$ cat src/rtl/hamming_decoder.sv
// hamming_decoder
// Serial SECDED decoder for 16-bit extended Hamming frames.
// A frame arrives one bit per accepted cycle, position 0 first. Position 0
// is overall even parity, positions 1/2/4/8 are Hamming parity, and the
// other 11 positions carry data. The syndrome and overall parity are built
// up as bits arrive. One CHECK cycle then classifies the frame and repairs
// a single-bit error. The 11 data bits are streamed out under valid/ready.
//
// Ports:
//   clk           single clock, all logic on posedge
//   rst           synchronous active-high reset
//   in_valid      in_bit carries the next frame bit
//   in_bit        serial frame bit, position 0 first
//   in_ready      decoder can accept a frame bit this cycle
//   out_valid     out_bit holds a decoded data bit
//   out_bit       decoded data bit
//   out_last      marks the 11th (final) data bit of the frame
//   out_ready     downstream accepts out_bit this cycle
//   status_valid  one-cycle strobe on the first output cycle of a frame
//   err_single    single-bit error detected and corrected
//   err_double    uncorrectable double-bit error detected
//   err_pos       raw syndrome (erroneous position when err_single)

module hamming_decoder (
  input  logic       clk,
  input  logic       rst,
  input  logic       in_valid,
  input  logic       in_bit,
  output logic       in_ready,
  output logic       out_valid,
  output logic       out_bit,
  output logic       out_last,
  input  logic       out_ready,
  output logic       status_valid,
  output logic       err_single,
  output logic       err_double,
  output logic [3:0] err_pos
);

  typedef enum logic [1:0] {
    RECV  = 2'd0,
    CHECK = 2'd1,
    SEND  = 2'd2
  } state_t;

  state_t      state;
  logic [15:0] frame;
  logic [3:0]  cnt;
  logic [3:0]  syn;
  logic        par;
  logic [3:0]  k;
  logic [3:0]  data_pos;

  // Map the output beat index to its frame position. These are all
  // positions that are not a power of two and not zero.
  always_comb begin
    data_pos = 4'd3;
    case (k)
      4'd0:    data_pos = 4'd3;
      4'd1:    data_pos = 4'd5;
      4'd2:    data_pos = 4'd6;
      4'd3:    data_pos = 4'd7;
      4'd4:    data_pos = 4'd9;
      4'd5:    data_pos = 4'd10;
      4'd6:    data_pos = 4'd11;
      4'd7:    data_pos = 4'd12;
      4'd8:    data_pos = 4'd13;
      4'd9:    data_pos = 4'd14;
      4'd10:   data_pos = 4'd15;
      default: data_pos = 4'd3;
    endcase
  end

  assign in_ready  = (state == RECV);
  assign out_valid = (state == SEND);
  // Gate with out_valid so the unreset frame register never leaks out.
  assign out_bit   = out_valid & frame[data_pos];
  assign out_last  = out_valid && (k == 4'd10);

  // The frame register is left out of the reset branch. Its contents are
  // only observed after a full 16-bit frame has overwritten every position.
  always_ff @(posedge clk) begin
    if (rst) begin
      state        <= RECV;
      cnt          <= 4'd0;
      syn          <= 4'd0;
      par          <= 1'b0;
      k            <= 4'd0;
      status_valid <= 1'b0;
      err_single   <= 1'b0;
      err_double   <= 1'b0;
      err_pos      <= 4'd0;
    end else begin
      status_valid <= 1'b0;
      case (state)
        RECV: begin
          if (in_valid) begin
            frame[cnt] <= in_bit;
            // XOR of the indices of all set bits gives the syndrome directly.
            syn        <= syn ^ (in_bit ? cnt : 4'd0);
            par        <= par ^ in_bit;
            cnt        <= cnt + 4'd1;
            if (cnt == 4'd15) begin
              state <= CHECK;
            end
          end
        end
        CHECK: begin
          // Odd overall parity means exactly one bit flipped, located at
          // syn. When syn is 0, the hit bit is position 0 and the data is
          // unaffected. Even parity with a nonzero syndrome is a double error.
          if (par) begin
            frame[syn] <= ~frame[syn];
          end
          err_single   <= par;
          err_double   <= ~par && (syn != 4'd0);
          err_pos      <= syn;
          syn          <= 4'd0;
          par          <= 1'b0;
          status_valid <= 1'b1;
          state        <= SEND;
        end
        SEND: begin
          if (out_ready) begin
            if (k == 4'd10) begin
              k     <= 4'd0;
              state <= RECV;
            end else begin
              k <= k + 4'd1;
            end
          end
        end
        default: begin
          state <= RECV;
        end
      endcase
    end
  end

endmodule

$ cat config.mk
export PLATFORM = sky130hd
export DESIGN_NAME = hamming_decoder
export DESIGN_NICKNAME = d
export VERILOG_FILES = /design/src/rtl/hamming_decoder.sv
export SDC_FILE = /design/constraint.sdc
export NUM_CORES = 1
export LEC_CHECK = 0
export ABC_AREA = 1
export BUFFER_PORTS_ARGS = -buffer_cell sky130_fd_sc_hd__buf_4
export CAP_MARGIN = 20
export CORE_UTILIZATION = 50
export CTS_BUF_LIST = sky130_fd_sc_hd__clkbuf_8
export CTS_CLUSTER_DIAMETER = 100
export DETAILED_ROUTE_END_ITERATION = 8
export PLACE_DENSITY = 0.67
export SLEW_MARGIN = 0
export SYNTH_ARGS = -nofsm -noshare
export SYNTH_HDL_FRONTEND = slang
export SYNTH_SLANG_ARGS = --single-unit
$ cat constraint.sdc
create_clock -name clk -period 2.61 [get_ports clk]
set_input_delay 0.522 -clock clk [delete_from_list [all_inputs] [get_ports clk]]
set_output_delay 0.522 -clock clk [all_outputs]
set_load 0.01 [all_outputs]
==> flow_metrics.py, run 1 <==
metrics = {
    "yosys": {
        "synth_top_area_cell": "dfxtp_1",
        "yosysTopAreaCellShare_pct": 18.9,
        "yosys_warnings": 0,
        "synth-seq-area-share_pct": 36.3,
        "synth-seq-cells": 42,
        "synthFlopType": "dfxtp_1",
        "synth_edf_count": 16,
        "avgSynthCellArea_sq_um": 6.64,
        "ys_types": 30,
        "netlist_area_sq_mm": 0.00275,
        "synthTopCellsByArea": "dfxtp_1 19%, edfxtp_1 17%, nand2_1 17%, nor2_1 9.8%, inv_1 5.9%",
        "synth_fp_nets": 430,
        "synth_async_sr_flop_share_pct": 0,
        "syn-instance-count": 415,
    },
    "layout": {
        "post-route-util_pct": 57.5,
        "layout_commonest_cell": "nand2_1",
        "nets": 443,
        "layout_common_cells": "126 x nand2_1, 72 x nor2_1, 44 x inv_1",
        "antenna_cells": 0,
        "synthToLayoutAreaGrowth_pct": 8.68,
        "layout-drive-gt1-share_pct": 13.3,
    },
    "global_routing": {
        "grt_pass1_vias": 2378,
        "grt_remaining_overflow": 0,
        "grt_pass1_wl_microns": 11200,
        "grt_start_max_net_pins": 23,
        "antenna_found_initial": 0,
        "grt_usage_pct": 24.0,
    },
    "clock_network": {
        "h-tree-depth": 2,
        "clkSinkCount": 42,
        "cts_tree": "done",
        "cts_buffers": 5,
        "path_clk_slew_ns": 0.08,
        "postCtsHoldBufs": 0,
        "post_cts_resized": 0,
        "ctsLongestPathBuffers": 2,
        "root_buffer": "clkbuf_8",
        "cts_setup_buffers": 0,
        "clkLatencyLatePin_ns": 0.29,
    },
    "setup_path": {
        "cp-end-kind": "output port",
        "criticalPathCategory": "flip-flop to output port",
        "cp_data_required_time_ns": 2.09,
        "r2r_end": "data_pos[1]",
        "critPathMaxFanout": 11,
        "r2r_start": "k[0]",
        "start_kind": "flip-flop",
        "worstRegToRegCells": 11,
        "reg2reg_slack_ns": 0.59,
        "cp.arrival_ns": 1.63,
    },
    "placed_design": {
        "gp_congestion": 0.863,
        "io_buffers": 15,
        "place_hpwl_microns": 4850,
    },
    "sta": {
        "min_period_ns": 2.15,
        "finalSetupViolations": 0,
        "finalHoldViolCount": 0,
        "period_share_pct": 82.5,
        "tns_ns": 0,
        "clock_skew_ns": 0.00377,
        "rsz0062_at_grt": "false",
        "slew-limit-headroom_pct": 58.3,
        "fmax_mhz": 464,
        "slew_viol_final": 0,
        "worst_pin_slew_ns": 0.625,
    },
    "floorplanning": {
        "initial_utilization_pct": 52.9,
        "num_rows": 26,
        "core_area_sq_mm": 0.00520,
        "die_width_microns": 76.2,
        "die_h_microns": 76.2,
        "dieArea_sq_mm": 0.00581,
        "pin_count": 16,
    },
    "drt": {
        "drt_first_iter_violations": 236,
        "drt-total-wl_microns": 6400,
        "dr.pass1.iters": 5,
        "drc": 0,
        "routedWlPerCell_microns": 12.8,
        "ant_nets": 0,
        "via_per_inst": 5.17,
        "via_count": 2581,
    },
    "hold_path": {
        "min_to": "par",
        "min_delay_path_depth": 2,
        "hp-start": "rst",
        "min_path_type": "primary input to flip-flop",
    },
    "pwr": {
        "peakVddDrop_mv": 0.266,
        "p_leak_nw": 1.39,
        "power_density_mw_per_mm2": 418,
    },
    "outcome": {
        "outcome": "complete, no violations",
    },
    "run": {
        "maxCapViolCount": 0,
    },
}
==> how the worst max path moves through the flow <==
stage	to	slack, ns	cells after the start	from
after floorplan	data_pos[1]	0.81	9	out_ready
after global placement	data_pos[1]	0.61	10	out_ready
after detailed placement	data_pos[1]	0.50	10	out_ready
after CTS	out_bit	0.46	7	data_pos[0]
after global routing	out_bit	0.32	7	data_pos[0]
final	out_bit	0.46	7	data_pos[0]
==> final cells by class <==
| class | instances | area (sq um) |
|---|---|---|
| multi-input cells | 314 | 1490 |
| inverters | 45 | 169 |
| fillers | 510 | 2210 |
| well taps | 70 | 87.6 |
| clock inverters | 2 | 8.76 |
| flip-flops and latches | 42 | 1000 |
| repair buffers | 20 | 150 |
| clock buffers | 6 | 82.6 |
==> synthesized netlist by cell type, types with 2 or more instances <==
cell type / count
buf_6: 2
inv_1: 43
edfxtp_1: 16
nand3_1: 19
nand4_1: 5
o22ai_1: 3
inv_2: 2
o21ai_1: 2
ha_1: 10
xor2_1: 4
nand2_2: 24
nand2_1: 126
clkbuf_1: 4
buf_2: 5
nor2_1: 72
dfxtp_1: 26
a31oi_1: 2
a21oi_1: 24
buf_1: 2
a211oi_1: 3
o21ai_0: 10
nor3_1: 3
==> flip-flops by register name, summed over array words and instances, names as in the netlist <==
signal,count
status_valid,1
par,1
frame,16
state,2
syn,4
err_single,1
cnt,4
err_double,1
err_pos,4
k,4
data_pos,4
==> worst max-delay path: stages (launching register included) <==
cell and delay (ns):
dfxtp_1 0.53, inv_1 0.18, nand2_1 0.10, nand3_1 0.07, nand3_1 0.09, nand3b_1 0.08, a21oi_1 0.15, buf_4 0.14
==> metal layers <==
metal,vias up,track usage (%),part of all wire (%)
li1,1327,-,-
met1,1168,33.0,49
met2,72,38.4,44
met3,14,3.23,4.9
met4,0,8.65,2.2
met5,-,0,0
==> through the flow <==
step | hold WS [ns] | cells | total power, W | cell area, sq um | setup WS (ns)
floorplan | 0.452 | 415 | 0.000808 | 2750 | 0.805
global placement | 0.463 | 491 | 0.000833 | 2900 | 0.610
detailed placement | 0.478 | 491 | 0.000835 | 2900 | 0.502
CTS | 0.449 | 499 | 0.00126 | 2990 | 0.464
global route | 0.471 | 499 | 0.00131 | 2990 | 0.318
finish | 0.450 | 499 | 0.00125 | 2990 | 0.456
==> cells by family (layout without fill, tap and decap cells) <==
| group | count (synthesis) | count (layout) | synth area share (%) |
|---|---|---|---|
| compound gates | 45 | 45 | 8.77 |
| xor+xnor | 4 | 4 | 1.27 |
| fa+ha+maj | 10 | 10 | 4.54 |
| buf+inv | 59 | 73 | 9.40 |
| flops | 42 | 42 | 36.3 |
| simple gates | 255 | 255 | 39.7 |
==> where the power goes <==
| part | leakage, nW | total (W) | switching, W | internal, W |
|---|---|---|---|---|
| Combinational | 0.998 | 0.000126 | 0.0000866 | 0.0000391 |
| Clock | 0.0524 | 0.000433 | 0.000223 | 0.000210 |
| Sequential | 0.336 | 0.000694 | 0.0000108 | 0.000683 |
(Power assumes the default switching activity.)
==> run 2, diff against run 1 <==
--- a/config.mk
+++ b/config.mk
@@ -5,14 +5,14 @@
 export SDC_FILE = /design/constraint.sdc
 export NUM_CORES = 1
 export LEC_CHECK = 0
-export ABC_AREA = 1
+export ABC_AREA = 0
 export BUFFER_PORTS_ARGS = -buffer_cell sky130_fd_sc_hd__buf_4
 export CAP_MARGIN = 20
 export CORE_UTILIZATION = 50
 export CTS_BUF_LIST = sky130_fd_sc_hd__clkbuf_8
 export CTS_CLUSTER_DIAMETER = 100
 export DETAILED_ROUTE_END_ITERATION = 8
-export PLACE_DENSITY = 0.67
+export PLACE_DENSITY = 0.68
 export SLEW_MARGIN = 0
 export SYNTH_ARGS = -nofsm -noshare
 export SYNTH_HDL_FRONTEND = slang
==> constraint.sdc (replaced) <==
create_clock -name clk -period 2.05 [get_ports clk]
set_input_delay 0.41 -clock clk [delete_from_list [all_inputs] [get_ports clk]]
set_output_delay 0.41 -clock clk [all_outputs]
set_load 0.01 [all_outputs]
==> run 2 against run 1 <==
Compared with the run above: the run now ends with setup timing left; sequential share of layout area grew 1.9 points; worst setup slack lost 0.76 ns; cell count shrank 29%; global-route usage grew 1.0 points; register-to-register slack lost 0.47 ns; wire length shrank 7.7%; sequential cell count is the same; total power grew 22%; critical endpoint unchanged; highest routed layer unchanged.
==> flow_metrics.py, run 2 <==
metrics = {
    "clock_network": {
        "h-tree-depth": 2,
        "path_clk_slew_ns": 0.07,
        "postCtsHoldBufs": 0,
        "clkSinkCount": 42,
        "ctsLongestPathBuffers": 2,
        "cts_tree": "done",
        "clkLatencyLatePin_ns": 0.30,
        "cts_buffers": 5,
        "root_buffer": "clkbuf_8",
    },
    "drt": {
        "drt_first_iter_violations": 137,
        "drt-total-wl_microns": 5910,
        "via_count": 2116,
        "via_per_inst": 5.96,
        "routedWlPerCell_microns": 16.6,
        "ant_nets": 0,
        "dr.pass1.iters": 4,
        "drc": 0,
    },
    "sta": {
        "clock_skew_ns": 0.00991,
        "fmax_mhz": 425,
        "min_period_ns": 2.36,
        "slew-limit-headroom_pct": 63.7,
        "finalHoldViolCount": 0,
        "setup_ws_ns": -0.305,
        "period_share_pct": 115,
        "slew_viol_final": 0,
        "tns_ns": -0.305,
        "holdWs_ns": 0.351,
        "rsz0062_at_grt": "true",
        "worst_pin_slew_ns": 0.541,
        "finalSetupViolations": 1,
    },
    "setup_path": {
        "cp.arrival_ns": 1.95,
        "criticalPathCategory": "flip-flop to output port",
        "path_cells": "mux4_2 > mux4_2 > and2_4 > buf_6",
        "worstRegToRegCells": 7,
        "start_kind": "flip-flop",
        "critPathMaxFanout": 2,
        "cp_data_required_time_ns": 1.64,
        "path_common_cell": "mux4_2",
        "cp.depth": 4,
        "critPathMaxStageDelay_ns": 0.50,
        "critPathSlowestCell": "mux4_2",
        "crit_family": "multiplexers",
        "cp.buffers_inverters": 1,
        "cp-end-kind": "output port",
    },
    "yosys": {
        "avgSynthCellArea_sq_um": 8.90,
        "ys_types": 47,
        "yosysTopAreaCellShare_pct": 21.4,
        "yosysMostFrequentCell": "nand2_1",
        "synth_fp_nets": 288,
        "synthTopCellsByArea": "dfxtp_1 21%, edfxtp_1 20%, nand2_1 6.6%, a21oi_1 5.6%, ha_1 5.2%",
        "yosys_warnings": 0,
        "netlist_area_sq_mm": 0.00243,
        "synth_edf_count": 16,
        "synth_common_cells": "43 x nand2_1, 27 x a21oi_1, 26 x dfxtp_1, 25 x nand3_1, 16 x edfxtp_1",
        "synth_top_area_cell": "dfxtp_1",
        "synth-seq-cells": 42,
        "synthFlopType": "dfxtp_1",
        "synth_async_sr_flop_share_pct": 0,
        "synth-seq-area-share_pct": 41.2,
        "syn-instance-count": 273,
    },
    "placed_design": {
        "place_hpwl_microns": 4310,
        "placed_cell_area_sq_mm": 0.00271,
        "io_buffers": 15,
        "gp_congestion": 0.828,
        "pre_cts_ws_ns": -0.130,
    },
    "pwr": {
        "total_power_w": 0.00153,
        "p_leak_nw": 1.06,
        "power_density_mw_per_mm2": 538,
        "peakVddDrop_mv": 0.335,
    },
    "floorplanning": {
        "core_area_sq_mm": 0.00450,
        "die_width_microns": 71.7,
        "initial_utilization_pct": 53.9,
        "num_rows": 24,
        "dieArea_sq_mm": 0.00514,
        "pin_count": 16,
        "die_h_microns": 71.7,
    },
    "run": {
        "maxCapViolCount": 0,
    },
    "outcome": {
        "violations": "setup timing",
        "outcome": "complete, but fails checks",
    },
    "layout": {
        "layout-drive-gt1-share_pct": 22.4,
        "nets": 318,
        "n_fill_cell": 389,
        "layout_common_cells": "43 x nand2_1, 40 x buf_4, 26 x a21oi_1",
        "layout_commonest_cell": "nand2_1",
        "seqCellArea_sq_mm": 0.00101,
        "antenna_cells": 0,
        "regMostFlops": "frame",
        "fin_area_sq_mm": 0.00284,
        "largest_reg_flops": 16,
        "multi_input_area_sq_mm": 0.00134,
        "synthToLayoutAreaGrowth_pct": 17.1,
    },
    "global_routing": {
        "grt_usage_pct": 25.0,
        "grt_pass1_vias": 1992,
        "grt_pass1_wl_microns": 9800,
        "grt_start_max_net_pins": 20,
        "grt_remaining_overflow": 0,
        "antenna_found_initial": 0,
    },
    "hold_path": {
        "min_delay_path_depth": 2,
        "min_path_type": "primary input to flip-flop",
    },
}
## run 2: cell count changes after synthesis, sizes merged, moves of 5 or more
cell,previous run,this run
nand3,19,25
clkbuf,4,10
mux4,0,5
o2bb2ai,0,5
nor2,74,14
nand2,151,43
nor2b,0,6
and3,0,5
inv,45,9
## run 2: kinds of logic (layout without fill, tap and decap cells)
| group | count (synthesis) | in the layout | synth area share [%] |
|---|---|---|---|
| simple gates | 120 | 120 | 24.8 |
| compound gates | 58 | 58 | 14.4 |
| flops | 42 | 42 | 41.2 |
| buf+inv | 27 | 57 | 4.74 |
| fa+ha+maj | 10 | 10 | 5.15 |
| mux | 9 | 9 | 7.11 |
| xor+xnor | 7 | 7 | 2.52 |
## run 2: power by group
part	total (W)	switching, W	internal (W)
Clock	0.000534	0.000271	0.000262
Combinational	0.000113	0.0000713	0.0000418
Sequential	0.000884	0.0000142	0.000870
Total	0.00153	0.000357	0.00117
## run 2: cell type report
| cell class | count | area share [%] |
|---|---|---|
| multi-input cells | 204 | 47.2 |
| flip-flops and latches | 42 | 35.4 |
| well taps | 52 | 2.29 |
| clock inverters | 1 | 0.132 |
| repair buffers | 41 | 11.0 |
| clock buffers | 6 | 2.90 |
| inverters | 9 | 1.19 |
## run 2: worst paths after layout
kind              startpoint          end  slack (ns)
setup / recovery   frame[15]      out_bit       -0.31
hold reg to reg   err_pos[3]   err_pos[3]        0.46
setup reg to reg        k[0]  data_pos[1]        0.12
hold / removal           rst     state[1]        0.35
## run 2: what timing repair did
item | in CTS | in global routing
setup endpoints to repair | 1 | 3
resized for setup | 8 | 10
setup buffers | 1 | 1
pin swaps | 1 | 4
## run 2: worst reg2reg max path: stages, from the launching register on
cell and delay (ns):
dfxtp_2 0.32, inv_1 0.08, ha_2 0.27, or3b_4 0.41, a21o_1 0.19, ha_2 0.25, mux2_2 0.27, o21ai_1 0.11
## run 2: layer usage
layer | share of wire, % | global-route usage [%] | vias up
li1 | - | - | 1033
met4 | 1.2 | 7.84 | 0
met1 | 46 | 36.0 | 997
met3 | 6.9 | 5.49 | 9
met2 | 45 | 37.5 | 77
met5 | 0 | 0 | -
## run 2: through the flow
step	std cells	utilization [%]
after floorplan	273	-
after global placement	346	60.1
after detailed placement	346	60.1
after CTS	354	62.1
after global routing	355	63.1
final	355	63.1
==> run 3, diff against run 2 <==
--- a/config.mk
+++ b/config.mk
@@ -6,7 +6,7 @@
 export NUM_CORES = 1
 export LEC_CHECK = 0
 export ABC_AREA = 0
-export BUFFER_PORTS_ARGS = -buffer_cell sky130_fd_sc_hd__buf_4
+export BUFFER_PORTS_ARGS = -buffer_cell sky130_fd_sc_hd__buf_2
 export CAP_MARGIN = 20
 export CORE_UTILIZATION = 50
 export CTS_BUF_LIST = sky130_fd_sc_hd__clkbuf_8
==> run 3 against run 2 <==
Compared with the run above: the flow still finishes with violations (setup timing); register-to-register slack lost 0.03 ns; critical path depth stayed put; sequential power is essentially flat; maximum frequency increased by 0.69%; critical endpoint unchanged; largest power group unchanged.
==> flow_metrics.py, run 3 (synthesis results as in run 2) <==
metrics = {
    "drt": {
        "dr.pass1.iters": 5,
        "via_per_inst": 6.10,
        "drt_first_iter_violations": 206,
        "routedWlPerCell_microns": 17.2,
        "drt-total-wl_microns": 6060,
        "via_count": 2154,
        "drc": 0,
        "ant_nets": 0,
    },
    "layout": {
        "regMostFlops": "frame",
        "fin_area_sq_mm": 0.00277,
        "synthToLayoutAreaGrowth_pct": 13.9,
        "layout_common_cells": "42 x nand2_1, 27 x a21oi_1, 25 x nand3_1",
        "n_fill_cell": 398,
        "layout-drive-gt1-share_pct": 21.3,
        "layout_commonest_cell": "nand2_1",
        "largest_reg_flops": 16,
        "nets": 315,
        "antenna_cells": 0,
    },
    "sta": {
        "rsz0062_at_grt": "true",
        "setup_ws_ns": -0.289,
        "min_period_ns": 2.34,
        "period_share_pct": 114,
        "slew-limit-headroom_pct": 55.8,
        "worst_pin_slew_ns": 0.658,
        "fmax_mhz": 428,
        "slew_viol_final": 0,
        "finalHoldViolCount": 0,
        "tns_ns": -0.289,
        "finalSetupViolations": 1,
        "clock_skew_ns": 0.0143,
    },
    "clock_network": {
        "cts_tree": "done",
        "cts_buffers": 5,
        "ctsLongestPathBuffers": 2,
        "postCtsHoldBufs": 0,
        "path_clk_slew_ns": 0.08,
        "h-tree-depth": 2,
        "clkLatencyLatePin_ns": 0.30,
        "root_buffer": "clkbuf_8",
        "clkSinkCount": 42,
    },
    "setup_path": {
        "path_common_cell": "mux4_2",
        "critPathMaxStageDelay_ns": 0.50,
        "cp_data_required_time_ns": 1.64,
        "start_kind": "flip-flop",
        "criticalPathCategory": "flip-flop to output port",
        "r2r_end": "data_pos[1]",
        "reg2reg_slack_ns": 0.09,
        "cp.arrival_ns": 1.93,
        "cp-end-kind": "output port",
        "r2r_start": "k[0]",
        "worstRegToRegCells": 7,
        "critPathMaxFanout": 4,
        "path_cells": "mux4_2 > mux4_2 > and2_1 > buf_2",
        "critPathSlowestCell": "mux4_2",
    },
    "pwr": {
        "clkPwrFrac_pct": 36.6,
        "p_leak_nw": 1.04,
        "swShare_pct": 24.8,
        "p_switching_w": 0.000388,
        "peakVddDrop_mv": 0.423,
        "p_seq_share_pct": 56.5,
        "power_density_mw_per_mm2": 566,
        "p_int_w": 0.00118,
        "pwr-share-comb_pct": 6.9,
    },
    "hold_path": {
        "min_delay_path_depth": 2,
        "min_to": "state[1]",
        "hp-start": "rst",
        "min_path_type": "primary input to flip-flop",
    },
    "floorplanning": {
        "initial_utilization_pct": 53.9,
        "pin_count": 16,
        "core_area_sq_mm": 0.00450,
        "num_rows": 24,
        "dieArea_sq_mm": 0.00514,
        "die_h_microns": 71.7,
        "die_width_microns": 71.7,
    },
    "global_routing": {
        "grt_remaining_overflow": 0,
        "antenna_found_initial": 0,
        "grt_pass1_wl_microns": 10200,
        "grt_start_max_net_pins": 21,
        "grt_pass1_vias": 2062,
        "grt_usage_pct": 25.8,
    },
    "placed_design": {
        "gp_congestion": 0.797,
        "place_hpwl_microns": 4250,
        "io_buffers": 15,
        "placed_cell_area_sq_mm": 0.00264,
    },
    "outcome": {
        "violations": "setup timing",
        "outcome": "complete, but fails checks",
    },
    "run": {
        "maxCapViolCount": 0,
    },
}
run 3: cell types whose count changed in the layout (fill, tap and decap cells not counted), sizes merged:
cell,delta
buf,-3
inv,-1
clkinvlp,+1
clkinv,+1
run 3: area by class of cell:
class,count,area (sq um),share of cell area [%]
Clock buffer,6,82.6,2.99
Timing Repair Buffer,38,248,8.96
Multi-Input combinational cell,204,1320,47.7
Clock inverter,2,12.5,0.452
Sequential cell,42,1010,36.4
Inverter,9,33.8,1.22
Tap cell,52,65.1,2.35
run 3: power groups by stage:
stage	clock network [W]	logic (W)	registers, W
global route	0.000611	0.000118	0.000887
global placement	0	0.000102	0.000905
floorplan	0	0.0000794	0.000898
CTS	0.000573	0.000106	0.000885
finish	0.000573	0.000108	0.000886
detailed placement	0	0.000106	0.000906
run 3: worst max-delay path, delay by kind of cell (launching register included):
kind,cells,cell delay [ns]
muxes,2,0.97
DFF,1,0.39
and+or+nand+nor,1,0.14
buffers and inverters,1,0.13
run 3: worst max path at each step:
| stage | from | to | slack [ns] | cells past startpoint |
|---|---|---|---|---|
| 2_1_floorplan | k[0] | data_pos[1] | 0.06 | 8 |
| 3_3_place_gp | data_pos[0] | out_bit | -0.08 | 4 |
| 3_5_place_dp | data_pos[0] | out_bit | -0.12 | 4 |
| 4_1_cts | data_pos[0] | out_bit | -0.31 | 4 |
| 5_1_grt | frame[14] | out_bit | -0.35 | 4 |
| 6_report | data_pos[0] | out_bit | -0.29 | 4 |
run 3: through the flow:
step                      utilization, %  cells  total power, W  hold slack, ns  setup WS, ns
after floorplan                        -    273        0.000977           0.469        0.0584
after global placement              58.6    342         0.00101           0.442       -0.0801
after detailed placement            58.6    342         0.00101           0.447        -0.117
after CTS                           60.6    351         0.00156           0.373        -0.307
after global routing                61.4    353         0.00162           0.384        -0.352
final                               61.4    353         0.00157           0.386        -0.289
run 3: timing repair:
item,in CTS,in global routing
buffers inserted,1,2
resized for setup,7,6
setup endpoints to repair,2,3
pin swaps,1,1
gates cloned,0,0
run 3: metal layers:
| metal | vias up | track usage, % | wire [microns] |
|---|---|---|---|
| met2 | 97 | 39.2 | 2790 |
| li1 | 1031 | - | - |
| met1 | 1019 | 37.3 | 2740 |
| met5 | - | 0 | 0 |
| met4 | 0 | 7.41 | 68 |
| met3 | 7 | 5.20 | 466 |
